===== src/rtl/pid_step_scheduler_pkg.sv =====
// ============================================================================
// Module   : pid_step_scheduler_pkg
// Purpose  : Shared defaults for the PID step scheduler slice.
//            Holds the per-step channel count (one channel per wind turbine),
//            the default timing constants and the index-width helper.
// Ports    : none (package)
// Revision : 1.0 - initial release
// ============================================================================
`default_nettype none

package pid_step_scheduler_pkg;

  // Number of wind turbines sharing one PID pipeline.
  localparam int N_WIND_TURBINE = 32;

  // Default step timing, in clock cycles.
  localparam int DEF_LEAD       = 15;
  localparam int DEF_LAT        = 20;
  localparam int DEF_SLACK      = 8;
  localparam int DEF_INIT_STEPS = 1;

  // Index width for a channel count; never less than one bit.
  function automatic int chan_idx_width(input int n);
    int w;
    w = 1;
    while ((1 << w) < n) w++;
    return w;
  endfunction

endpackage

`default_nettype wire


===== src/rtl/pid_step_scheduler_if.sv =====
// ============================================================================
// Module   : pid_step_scheduler_if
// Purpose  : Bundles the step handshake between the time-step controller /
//            PID datapath (master side) and the step scheduler (slave side).
// Ports    : master drives step_req, done_sig; slave drives every other signal.
//            step_req/done_sig : 1-cycle request / first-result pulses
//            done_read, sta    : FIFO read lead pulse, datapath start pulse
//            ch_valid/ch_idx   : issue window and channel
//            res_valid/res_idx : result window and channel
//            init_mode, busy, step_done, step_cnt, err_overrun, err_timeout
// Revision : 1.0 - initial release
// ============================================================================
`default_nettype none

interface pid_step_scheduler_if
  import pid_step_scheduler_pkg::*;
#(
  parameter int CW = chan_idx_width(N_WIND_TURBINE)
);
  logic          step_req;
  logic          done_sig;
  logic          done_read;
  logic          sta;
  logic          ch_valid;
  logic [CW-1:0] ch_idx;
  logic          res_valid;
  logic [CW-1:0] res_idx;
  logic          init_mode;
  logic          busy;
  logic          step_done;
  logic [15:0]   step_cnt;
  logic          err_overrun;
  logic          err_timeout;

  modport master (
    output step_req, done_sig,
    input  done_read, sta, ch_valid, ch_idx, res_valid, res_idx,
           init_mode, busy, step_done, step_cnt, err_overrun, err_timeout
  );

  modport slave (
    input  step_req, done_sig,
    output done_read, sta, ch_valid, ch_idx, res_valid, res_idx,
           init_mode, busy, step_done, step_cnt, err_overrun, err_timeout
  );
endinterface

`default_nettype wire


===== src/rtl/pid_chan_counter.sv =====
// ============================================================================
// Module   : pid_chan_counter
// Purpose  : Modulo-N_CH channel walker. A start pulse opens a window of
//            N_CH cycles with idx running 0..N_CH-1; clr aborts it at once.
// Ports    : clk, rst (async, active-low), clr (sync abort), start
//            active : window open (registered)
//            idx    : current channel (registered, 0 when idle)
//            last   : active and idx == N_CH-1
// Revision : 1.0 - initial release
// ============================================================================
`default_nettype none

module pid_chan_counter
  import pid_step_scheduler_pkg::*;
#(
  parameter int N_CH = N_WIND_TURBINE,
  parameter int CW   = chan_idx_width(N_WIND_TURBINE)
) (
  input  wire logic          clk,
  input  wire logic          rst,
  input  wire logic          clr,
  input  wire logic          start,
  output logic               active,
  output logic [CW-1:0]      idx,
  output logic               last
);

  localparam logic [CW-1:0] c_idx_last = CW'(N_CH - 1);

  always_ff @(posedge clk or negedge rst) begin
    if (!rst) begin
      active <= 1'b0;
      idx    <= '0;
    end else if (clr) begin
      active <= 1'b0;
      idx    <= '0;
    end else if (start) begin
      active <= 1'b1;
      idx    <= '0;
    end else if (active) begin
      if (idx == c_idx_last) begin
        active <= 1'b0;
        idx    <= '0;
      end else begin
        idx <= idx + CW'(1);
      end
    end
  end

  assign last = active && (idx == c_idx_last);

endmodule

`default_nettype wire


===== src/rtl/pid_step_scheduler.sv =====
// ============================================================================
// Module   : pid_step_scheduler
// Purpose  : Sequences one time step of the time-multiplexed PID datapath:
//            done_read lead pulse, sta LEAD cycles later, issue window of
//            N_CH channels, result window after the first done_sig, then a
//            one-cycle step_done. Tracks init mode, overrun and timeout.
// Ports    : clk      - system clock
//            rst      - asynchronous reset, active-low
//            rst_user - synchronous soft clear with the same effect as rst
//            bus      - slave side of pid_step_scheduler_if
// Revision : 1.0 - initial release
// ============================================================================
`default_nettype none

module pid_step_scheduler
  import pid_step_scheduler_pkg::*;
#(
  parameter int N_CH       = N_WIND_TURBINE,
  parameter int CW         = chan_idx_width(N_WIND_TURBINE),
  parameter int LEAD       = DEF_LEAD,
  parameter int LAT        = DEF_LAT,
  parameter int SLACK      = DEF_SLACK,
  parameter int INIT_STEPS = DEF_INIT_STEPS
) (
  input  wire logic              clk,
  input  wire logic              rst,
  input  wire logic              rst_user,
  pid_step_scheduler_if.slave    bus
);

  localparam logic [1:0] c_st_idle = 2'd0;
  localparam logic [1:0] c_st_prep = 2'd1;
  localparam logic [1:0] c_st_run  = 2'd2;
  localparam logic [1:0] c_st_done = 2'd3;

  typedef enum logic [1:0] {
    ST_IDLE = c_st_idle,
    ST_PREP = c_st_prep,
    ST_RUN  = c_st_run,
    ST_DONE = c_st_done
  } state_e;

  // Counters compare against "last value" so the event lands on the exact
  // edge: LEAD edges after done_read for sta, LAT+SLACK after sta for timeout.
  localparam logic [15:0] c_lead_last   = 16'(LEAD - 1);
  localparam logic [15:0] c_to_last     = 16'(LAT + SLACK - 1);
  localparam logic [15:0] c_init_steps  = 16'(INIT_STEPS);
  localparam logic        c_init_reset  = (INIT_STEPS != 0);

  state_e        r_state;
  logic          r_busy;
  logic          r_done_read;
  logic          r_sta;
  logic          r_step_done;
  logic [15:0]   r_step_cnt;
  logic          r_err_overrun;
  logic          r_err_timeout;
  logic          r_init_mode;
  logic [15:0]   r_init_left;
  logic [15:0]   r_lead_cnt;
  logic [15:0]   r_to_cnt;
  logic          r_got_done;
  logic          r_aborted;
  logic          r_issue_done;
  logic          r_res_done;

  logic          w_issue_start;
  logic          w_issue_active;
  logic [CW-1:0] w_issue_idx;
  logic          w_issue_last;
  logic          w_res_start;
  logic          w_res_active;
  logic [CW-1:0] w_res_idx;
  logic          w_res_last;
  logic          w_timeout;
  logic          w_all_done;
  logic          w_win_clr;

  assign w_issue_start = (r_state == ST_PREP) && (r_lead_cnt == c_lead_last);
  // Only the first done_sig of a RUN opens the result window.
  assign w_res_start   = (r_state == ST_RUN) && bus.done_sig && !r_got_done && !r_aborted;
  // A done_sig on the final allowed edge still counts as on time.
  assign w_timeout     = (r_state == ST_RUN) && !r_got_done && !r_aborted &&
                         !bus.done_sig && (r_to_cnt == c_to_last);
  assign w_all_done    = (r_issue_done || w_issue_last) && (r_res_done || w_res_last);
  // Timeout tears both windows down on the same edge it is detected.
  assign w_win_clr     = rst_user || w_timeout;

  pid_chan_counter #(.N_CH(N_CH), .CW(CW)) u_issue_cnt (
    .clk    (clk),
    .rst    (rst),
    .clr    (w_win_clr),
    .start  (w_issue_start),
    .active (w_issue_active),
    .idx    (w_issue_idx),
    .last   (w_issue_last)
  );

  pid_chan_counter #(.N_CH(N_CH), .CW(CW)) u_res_cnt (
    .clk    (clk),
    .rst    (rst),
    .clr    (w_win_clr),
    .start  (w_res_start),
    .active (w_res_active),
    .idx    (w_res_idx),
    .last   (w_res_last)
  );

  always_ff @(posedge clk or negedge rst) begin
    if (!rst) begin
      r_state       <= ST_IDLE;
      r_busy        <= 1'b0;
      r_done_read   <= 1'b0;
      r_sta         <= 1'b0;
      r_step_done   <= 1'b0;
      r_step_cnt    <= '0;
      r_err_overrun <= 1'b0;
      r_err_timeout <= 1'b0;
      r_init_mode   <= c_init_reset;
      r_init_left   <= c_init_steps;
      r_lead_cnt    <= '0;
      r_to_cnt      <= '0;
      r_got_done    <= 1'b0;
      r_aborted     <= 1'b0;
      r_issue_done  <= 1'b0;
      r_res_done    <= 1'b0;
    end else if (rst_user) begin
      r_state       <= ST_IDLE;
      r_busy        <= 1'b0;
      r_done_read   <= 1'b0;
      r_sta         <= 1'b0;
      r_step_done   <= 1'b0;
      r_step_cnt    <= '0;
      r_err_overrun <= 1'b0;
      r_err_timeout <= 1'b0;
      r_init_mode   <= c_init_reset;
      r_init_left   <= c_init_steps;
      r_lead_cnt    <= '0;
      r_to_cnt      <= '0;
      r_got_done    <= 1'b0;
      r_aborted     <= 1'b0;
      r_issue_done  <= 1'b0;
      r_res_done    <= 1'b0;
    end else begin
      r_done_read <= 1'b0;
      r_sta       <= 1'b0;
      r_step_done <= 1'b0;

      // Any request outside IDLE (DONE included) is dropped, not queued.
      if (bus.step_req && (r_state != ST_IDLE)) r_err_overrun <= 1'b1;

      unique case (r_state)
        ST_IDLE: begin
          if (bus.step_req) begin
            r_done_read <= 1'b1;
            r_lead_cnt  <= '0;
            r_busy      <= 1'b1;
            r_state     <= ST_PREP;
          end
        end

        ST_PREP: begin
          if (w_issue_start) begin
            r_sta        <= 1'b1;
            r_to_cnt     <= '0;
            r_got_done   <= 1'b0;
            r_aborted    <= 1'b0;
            r_issue_done <= 1'b0;
            r_res_done   <= 1'b0;
            r_state      <= ST_RUN;
          end else begin
            r_lead_cnt <= r_lead_cnt + 16'd1;
          end
        end

        ST_RUN: begin
          // After a timeout the windows are already closed; leave one cycle
          // later so err_timeout is visible before step_done.
          if (r_aborted || w_all_done) begin
            r_step_done <= 1'b1;
            r_step_cnt  <= r_step_cnt + 16'd1;
            r_state     <= ST_DONE;
          end else begin
            if (w_issue_last) r_issue_done <= 1'b1;
            if (w_res_last)   r_res_done   <= 1'b1;
            if (w_res_start) begin
              r_got_done <= 1'b1;
            end else if (w_timeout) begin
              r_aborted     <= 1'b1;
              r_err_timeout <= 1'b1;
            end else if (!r_got_done) begin
              r_to_cnt <= r_to_cnt + 16'd1;
            end
          end
        end

        ST_DONE: begin
          r_busy  <= 1'b0;
          r_state <= ST_IDLE;
          // init_mode flips only here so it is stable across a whole step.
          if (r_init_left != 16'd0) begin
            r_init_left <= r_init_left - 16'd1;
            r_init_mode <= (r_init_left > 16'd1);
          end
        end
      endcase
    end
  end

  assign bus.done_read   = r_done_read;
  assign bus.sta         = r_sta;
  assign bus.ch_valid    = w_issue_active;
  assign bus.ch_idx      = w_issue_idx;
  assign bus.res_valid   = w_res_active;
  assign bus.res_idx     = w_res_idx;
  assign bus.init_mode   = r_init_mode;
  assign bus.busy        = r_busy;
  assign bus.step_done   = r_step_done;
  assign bus.step_cnt    = r_step_cnt;
  assign bus.err_overrun = r_err_overrun;
  assign bus.err_timeout = r_err_timeout;

endmodule

`default_nettype wire


===== src/flat_wrapper.sv =====
// flat-port wrapper written by rule: the top's interface ports become plain ports
module pid_step_scheduler_flat import pid_step_scheduler_pkg::*;
#(
  parameter int N_CH       = N_WIND_TURBINE,
  parameter int CW         = chan_idx_width(N_WIND_TURBINE),
  parameter int LEAD       = DEF_LEAD,
  parameter int LAT        = DEF_LAT,
  parameter int SLACK      = DEF_SLACK,
  parameter int INIT_STEPS = DEF_INIT_STEPS
)
  (clk, rst, rst_user, bus_step_req, bus_done_sig, bus_done_read, bus_sta, bus_ch_valid, bus_ch_idx, bus_res_valid, bus_res_idx, bus_init_mode, bus_busy, bus_step_done, bus_step_cnt, bus_err_overrun, bus_err_timeout);
  pid_step_scheduler_if #(.CW(CW)) bus_i ();
  input  wire logic clk;
  input  wire logic rst;
  input  wire logic rst_user;
  input wire logic [$bits(bus_i.step_req)-1:0] bus_step_req;
  input wire logic [$bits(bus_i.done_sig)-1:0] bus_done_sig;
  output wire logic [$bits(bus_i.done_read)-1:0] bus_done_read;
  output wire logic [$bits(bus_i.sta)-1:0] bus_sta;
  output wire logic [$bits(bus_i.ch_valid)-1:0] bus_ch_valid;
  output wire logic [$bits(bus_i.ch_idx)-1:0] bus_ch_idx;
  output wire logic [$bits(bus_i.res_valid)-1:0] bus_res_valid;
  output wire logic [$bits(bus_i.res_idx)-1:0] bus_res_idx;
  output wire logic [$bits(bus_i.init_mode)-1:0] bus_init_mode;
  output wire logic [$bits(bus_i.busy)-1:0] bus_busy;
  output wire logic [$bits(bus_i.step_done)-1:0] bus_step_done;
  output wire logic [$bits(bus_i.step_cnt)-1:0] bus_step_cnt;
  output wire logic [$bits(bus_i.err_overrun)-1:0] bus_err_overrun;
  output wire logic [$bits(bus_i.err_timeout)-1:0] bus_err_timeout;
  assign bus_i.step_req = bus_step_req;
  assign bus_i.done_sig = bus_done_sig;
  assign bus_done_read = bus_i.done_read;
  assign bus_sta = bus_i.sta;
  assign bus_ch_valid = bus_i.ch_valid;
  assign bus_ch_idx = bus_i.ch_idx;
  assign bus_res_valid = bus_i.res_valid;
  assign bus_res_idx = bus_i.res_idx;
  assign bus_init_mode = bus_i.init_mode;
  assign bus_busy = bus_i.busy;
  assign bus_step_done = bus_i.step_done;
  assign bus_step_cnt = bus_i.step_cnt;
  assign bus_err_overrun = bus_i.err_overrun;
  assign bus_err_timeout = bus_i.err_timeout;
  pid_step_scheduler #(.N_CH(N_CH), .CW(CW), .LEAD(LEAD), .LAT(LAT), .SLACK(SLACK), .INIT_STEPS(INIT_STEPS)) u_core (.clk(clk), .rst(rst), .rst_user(rst_user), .bus(bus_i));
endmodule

===== config.mk =====
export PLATFORM = sky130hd
export DESIGN_NAME = pid_step_scheduler_flat
export DESIGN_NICKNAME = d
export VERILOG_FILES = /design/src/rtl/pid_step_scheduler_pkg.sv /design/src/rtl/pid_step_scheduler_if.sv /design/src/rtl/pid_chan_counter.sv /design/src/rtl/pid_step_scheduler.sv /design/src/flat_wrapper.sv
export SDC_FILE = /design/constraint.sdc
export NUM_CORES = 1
export LEC_CHECK = 0
export ABC_AREA = 1
export BUFFER_PORTS_ARGS = -buffer_cell sky130_fd_sc_hd__buf_2
export CAP_MARGIN = 20
export CORE_MARGIN = 2
export CORE_UTILIZATION = 59
export CTS_CLUSTER_SIZE = 10
export DETAILED_ROUTE_END_ITERATION = 8
export PLACE_DENSITY_LB_ADDON = 0.08
export SLEW_MARGIN = 10
export SYNTH_ARGS = -nofsm -noshare
export SYNTH_HDL_FRONTEND = slang
export SYNTH_SLANG_ARGS = --single-unit

===== constraint.sdc =====
create_clock -name clk -period 3.5 [get_ports clk]
set_input_delay 1.05 -clock clk [delete_from_list [all_inputs] [get_ports clk]]
set_output_delay 1.05 -clock clk [all_outputs]
set_load 0.01 [all_outputs]

======== Word-level counts from Yosys, hierarchy flattened ========
Cells that the tools add are included.
word-level totals
  register bits after elaboration ......... 89
  bits in latches ......................... 0
  memory bits (writable) .................. 0
  memory bits (read-only) ................. 0
  input bits .............................. 5
  output and inout bits ................... 35
  logic and storage cells ................. 167
  memories kept ........................... 0
cells by class
  add/subtract/negate cells ............... 6
  multipliers ............................. 0
  divide/modulo/power cells ............... 0
  $lt $le $gt $ge ......................... 1
  equal/unequal tests ..................... 21
  shift-type cells ........................ 0
  muxes and demuxes ....................... 75
  bitwise gates (word level) .............. 0
  reductions and logical operators ........ 44
operators by type and width
  operator                                                                          number
  16-bit two-way mux                                                                15
  16-bit one-hot mux with 2 select lines                                            2
  16-bit by 1-bit adder with 16-bit output, second input constant                   3
  1-bit two-way mux                                                                 40
  5-bit two-way mux                                                                 8
  3-bit != test, second input constant                                              9
  16-bit by 4-bit == test with 1-bit output, second input constant                  1
  16-bit by 5-bit == test with 1-bit output, second input constant                  1
  16-bit by 1-bit greater-than comparator with 1-bit output, second input constant  1
  4-bit AND reduction                                                               4
  16-bit nonzero test                                                               1
  16-bit by 1-bit subtractor with 16-bit output, second input constant              1
  3-bit nonzero test                                                                5
  2-bit nonzero test                                                                7
  1-bit logical AND                                                                 12
  5-bit by 1-bit adder with 5-bit output, second input constant                     2
  5-bit == test, second input constant                                              2
  1-bit one-hot mux with 2 select lines                                             5
  3-bit by 2-bit != test with 1-bit output, second input constant                   3
  2-bit two-way mux                                                                 4
  2-bit one-hot mux with 4 select lines                                             1
  2-bit AND reduction                                                               3
  3-bit AND reduction                                                               2
  6-bit AND reduction                                                               1
  7 further kinds                                                                   14

======== Depth between registers and ports, before layout ========
  depth in word-level cells ............... 10
  gate-level depth with buffers ........... 15
  depth with buffers taken out ............ 14

======== Modules after synthesis ========
Synthesis repeated with hierarchy kept, for this count alone.
second synthesis, totals
  cells, all modules ...................... 788
  area total of the unflattened synthesis .. 5551.6 um^2
modules (own cells, without submodules)
  module              times used  cells an instance  area an instance (um^2)  sequential area each (um^2)
  pid_step_scheduler  1           706                4908.5                   1929.4
  pid_chan_counter    2           41                 321.6                    150.1

======== Least setup slack after synthesis ========
No wires, ideal clock.
  path kind ............................... input port to flip-flop
  start point ............................. in rst_user
  end point ............................... reg u_core.r_lead_cnt[3]
  library setup time ...................... 0.127 ns
  data arrival time ....................... 2.156 ns
  required time ........................... 3.373 ns
  slack ................................... 1.217 ns
  stages on the path ...................... 9
  buffers on the path ..................... 2
  path through ............................ buf_4 -> or2_1 -> o21ai_0 -> inv_1 -> nand2_2 -> inv_2 -> buf_6 -> nand3_1 -> o21ai_0
on the way
  word-level cells in the longest chain between the ends .. 2
  elaborated cells on any way between the ends .. 5
  classes of those cells .................. eq/ne: 2; mux: 1; reduce/logical: 2
RTL lines
  element                                                        line                       RTL
  start, declared                                                flat_wrapper.sv:15         input wire logic rst_user;
  3-bit != test (no line) or 3-bit nonzero test (tied branches)  --
  3-bit AND reduction (no line)                                  --
  end signal, assigned                                           pid_step_scheduler.sv:172  r_lead_cnt <= r_lead_cnt + 16'd1;
  end, declared                                                  pid_step_scheduler.sv:60   logic [15:0] r_lead_cnt;
Several ways; a longest one is shown, not always the timed one.
A chain may end at the register's enable or synchronous reset.

======== Worst setup path in the final report ========
  start point ............................. reg u_core.u_res_cnt.idx[0]
  end point ............................... reg u_core.r_to_cnt[2]
on the way
  word-level cells in the longest chain between the ends .. 7
RTL lines
  element                        line                       RTL
  start, declared                pid_chan_counter.sv:24     output logic [CW-1:0] idx,
  start signal, assigned         pid_chan_counter.sv:45     idx <= idx + CW'(1);
  5-bit == test                  pid_chan_counter.sv:50     assign last = active && (idx == c_idx_last);
  1-bit logical AND              pid_chan_counter.sv:50
  1-bit logical OR               pid_step_scheduler.sv:85   assign w_all_done = (r_issue_done || w_issue_last) && (r_res_done || w_res_last);
  1-bit logical AND              pid_step_scheduler.sv:85
  1-bit logical OR               pid_step_scheduler.sv:179  if (r_aborted || w_all_done) begin
  3-bit != test (no line)        --
  6-bit AND reduction (no line)  --
  end signal, assigned           pid_step_scheduler.sv:192  r_to_cnt <= r_to_cnt + 16'd1;
  end, declared                  pid_step_scheduler.sv:61   logic [15:0] r_to_cnt;
No other way between the ends.

==> impl_metrics.json <==
{
  "start_util": 0.603,
  "post-route-period-util": 0.709,
  "slew_viol_final": 0,
  "maxCapViolCount": 0,
  "p_int_mw": 1.81,
  "synth_edf_count": 0,
  "path_max_fanout": 17,
  "pwr-share-seq": 0.420,
  "grt_max_degree": 47,
  "dpl.hpwl_um": 9010,
  "clockRootBuffer": "clkbuf_8",
  "switching_share": 0.414,
  "max_freq_ghz": 0.403,
  "grt_pass1_wl_um": 21400,
  "setup_tns_ps": 0,
  "holdBufCountCts": 0,
  "clkPwrFrac": 0.210,
  "track_usage": 0.258,
  "final_util": 0.651,
  "ctsResizeCount": 0,
  "synth_top_cells_by_area": "dfrtp_1, nand2_1, nor2_1, nand3_1, inv_1",
  "ios": 40,
  "grt_pass1_vias": 4789,
  "viasPerCell": 5.50,
  "critPathKind": "flop to flop",
  "slew_headroom": 0.499,
  "drt-total-wl_um": 12300,
  "clk_latency_ps": 360,
  "cts_tree": "done",
  "finalNetCount": 851,
  "min_period_ps": 2480,
  "endpoint_kind": "flop",
  "fp.coreArea_sq_um": 9200,
  "crit_arrival_ps": 2730,
  "netlist_area_sq_um": 5550,
  "drc_errors": 0,
  "die_height_um": 101,
  "yosysSeqAreaShare": 0.402,
  "fillCellCount": 786,
  "peakVddDrop_mv": 0.379,
  "rsz0062_at_grt": "no",
  "die_w_um": 101,
  "post_cts_buffers": 0,
  "worst_pin_slew_ps": 749,
  "via_count": 5199,
  "rows": 35,
  "drt_iter0_markers": 263,
  "clock_path_buffers": 2,
  "clock_sinks": 89,
  "antenna_cells": 0,
  "skew_ps": 13.1,
  "synth.avg_cell_area_sq_um": 6.99,
  "asyncSetResetFlopFracSynth": 1.00,
  "whs_ps": 500,
  "power.switching_mw": 1.28,
  "p_leak_nw": 2.86,
  "yosysTopAreaCell": "dfrtp_1",
  "area.growth.synth_to_final_pct": 7.89,
  "drive_gt1_frac": 0.0934,
  "hold_path.class": "flop to flop",
  "post-synth-top-count-cell": "nand2_1",
  "ys_ff_latch": 89,
  "antenna_found_initial": 0,
  "synth_top_area_share": 0.392,
  "grt_overflow_total": 0,
  "portBuffers": 39,
  "p_per_area_nw_per_um2": 516,
  "die_area_sq_um": 10200,
  "cts.clk_slew.worst_paths_ps": 80,
  "yosysUniqueCellTypes": 37,
  "synth_warnings": 0,
  "antenna_left": 0,
  "gp_congestion": 0.954,
  "ys.flop_type": "dfrtp_1",
  "htreeDepth": 3,
  "syn_nets": 814,
  "start_kind": "flop",
  "status": "completed",
  "dr.pass1.iters": 7,
  "hold_viol": 0,
  "crit_required_ps": 3750,
  "avgRoutedWirePerCell_um": 13.0,
  "netlist_instances": 794,
  "ys_top_cells_by_count": "nand2_1, nor2_1, dfrtp_1, inv_1, nand3_1",
  "power_frac_comb": 0.371,
  "setup_viol": 0,
  "cts_buffers": 9
}
==> placed cells by master, fill, tap and decap left out, types with 2 or more instances in the layout <==
master      Yosys  routed
o31ai_1         2       2
nand3_1        79      79
inv_2           2       2
o21bai_1        3       3
a21oi_1        25      25
nand2_2         6       6
nor2_2          4       4
o22ai_1         5       5
inv_1          84      84
clkinvlp_4      0       2
o21ai_1         2       2
ha_1           15      15
nand3b_1        2       2
clkbuf_8        0      10
nand4_1        22      22
buf_4           2       3
nor3b_1         4       4
dfrtp_1        87      87
xor2_1         14      14
nand2_1       215     215
or2_2           4       4
nor3_1         16      16
o21ai_0        48      48
buf_2           5      38
nand2_4         3       3
dfstp_2         2       2
nor2_1        124     124
==> per-stage QoR <==
stage / total power, mW / cells / setup slack, ps / instance area (sq um)
finish: 3.09 / 946 / 1020 / 5990
global route: 3.34 / 946 / 751 / 5990
global placement: 2.41 / 931 / 820 / 5820
CTS: 3.11 / 946 / 999 / 5990
floorplan: 2.19 / 794 / 1220 / 5550
detailed placement: 2.45 / 931 / 752 / 5820
==> sequential cells by signal, summed over array words and instances (netlist names), 2 cells and up <==
register	count
u_core.r_lead_cnt	16
u_core.r_to_cnt	16
u_core.u_issue_cnt.idx	5
u_core.r_init_left	16
u_core.u_res_cnt.idx	5
u_core.r_state	2
u_core.bus.step_cnt	16
==> layout make-up <==
| cell class | count | area (sq um) | area share |
|---|---|---|---|
| Clock buffer | 11 | 141 | 0.0236 |
| Clock inverter | 4 | 28.8 | 0.00481 |
| Inverter | 87 | 327 | 0.0546 |
| Multi-Input combinational cell | 602 | 2890 | 0.482 |
| Sequential cell | 89 | 2230 | 0.372 |
| Tap cell | 111 | 139 | 0.0232 |
| Timing Repair Buffer | 42 | 233 | 0.0389 |
==> worst paths after layout <==
check                                                to  slack [ps]  cells past startpoint               startpoint
worst max register to register       u_core.r_to_cnt[2]        1020                     14  u_core.u_res_cnt.idx[0]
max in group asynchronous       u_core.u_res_cnt.idx[0]        2170                      2                      rst
worst min-delay path               u_core.bus.init_mode         500                      2     u_core.bus.init_mode
min in group asynchronous       u_core.bus.step_cnt[14]         680                      1                      rst
worst max-delay path                 u_core.r_to_cnt[2]        1020                     14  u_core.u_res_cnt.idx[0]
worst min register to register     u_core.bus.init_mode         500                      2     u_core.bus.init_mode
==> logic make-up (layout without fill, tap and decap cells) <==
| group | Yosys count | count (layout) | share of synthesized area |
|---|---|---|---|
| AO/OA/AOI/OAI | 90 | 90 | 0.0873 |
| XOR/XNOR | 15 | 15 | 0.0237 |
| adder cells (fa/ha/maj) | 15 | 15 | 0.0338 |
| buffers and inverters | 103 | 144 | 0.0776 |
| flip-flops | 89 | 89 | 0.402 |
| AND/OR/NAND/NOR | 482 | 482 | 0.376 |
==> critical path, cell delays in order (launching register included) <==
cell and delay (ps):
dfrtp_1 430, ha_1 230, nand2_1 90, nor2_1 50, ha_1 180, nand2_1 140, nand2_1 70, nand2_1 80
nand2_2 80, nand2_1 190, nand2_1 190, nor2_8 300, nand2_4 190, nand2_1 100, nand2_1 50
==> layer usage <==
layer / vias to the layer above / track usage / part of all wire
li1: 2631 / - / -
met1: 2428 / 0.334 / 0.46
met2: 124 / 0.448 / 0.48
met3: 16 / 0.0305 / 0.039
met4: 0 / 0.0873 / 0.012
met5: - / 0 / 0
==> power by group through the flow <==
stage / clock network, mW / logic, mW / registers (mW)
2_1_floorplan: 0 / 0.901 / 1.29
3_3_place_gp: 0 / 1.11 / 1.30
3_5_place_dp: 0 / 1.14 / 1.31
4_1_cts: 0.668 / 1.14 / 1.29
5_1_grt: 0.708 / 1.31 / 1.32
6_report: 0.647 / 1.14 / 1.30
(Power assumes the default switching activity.)
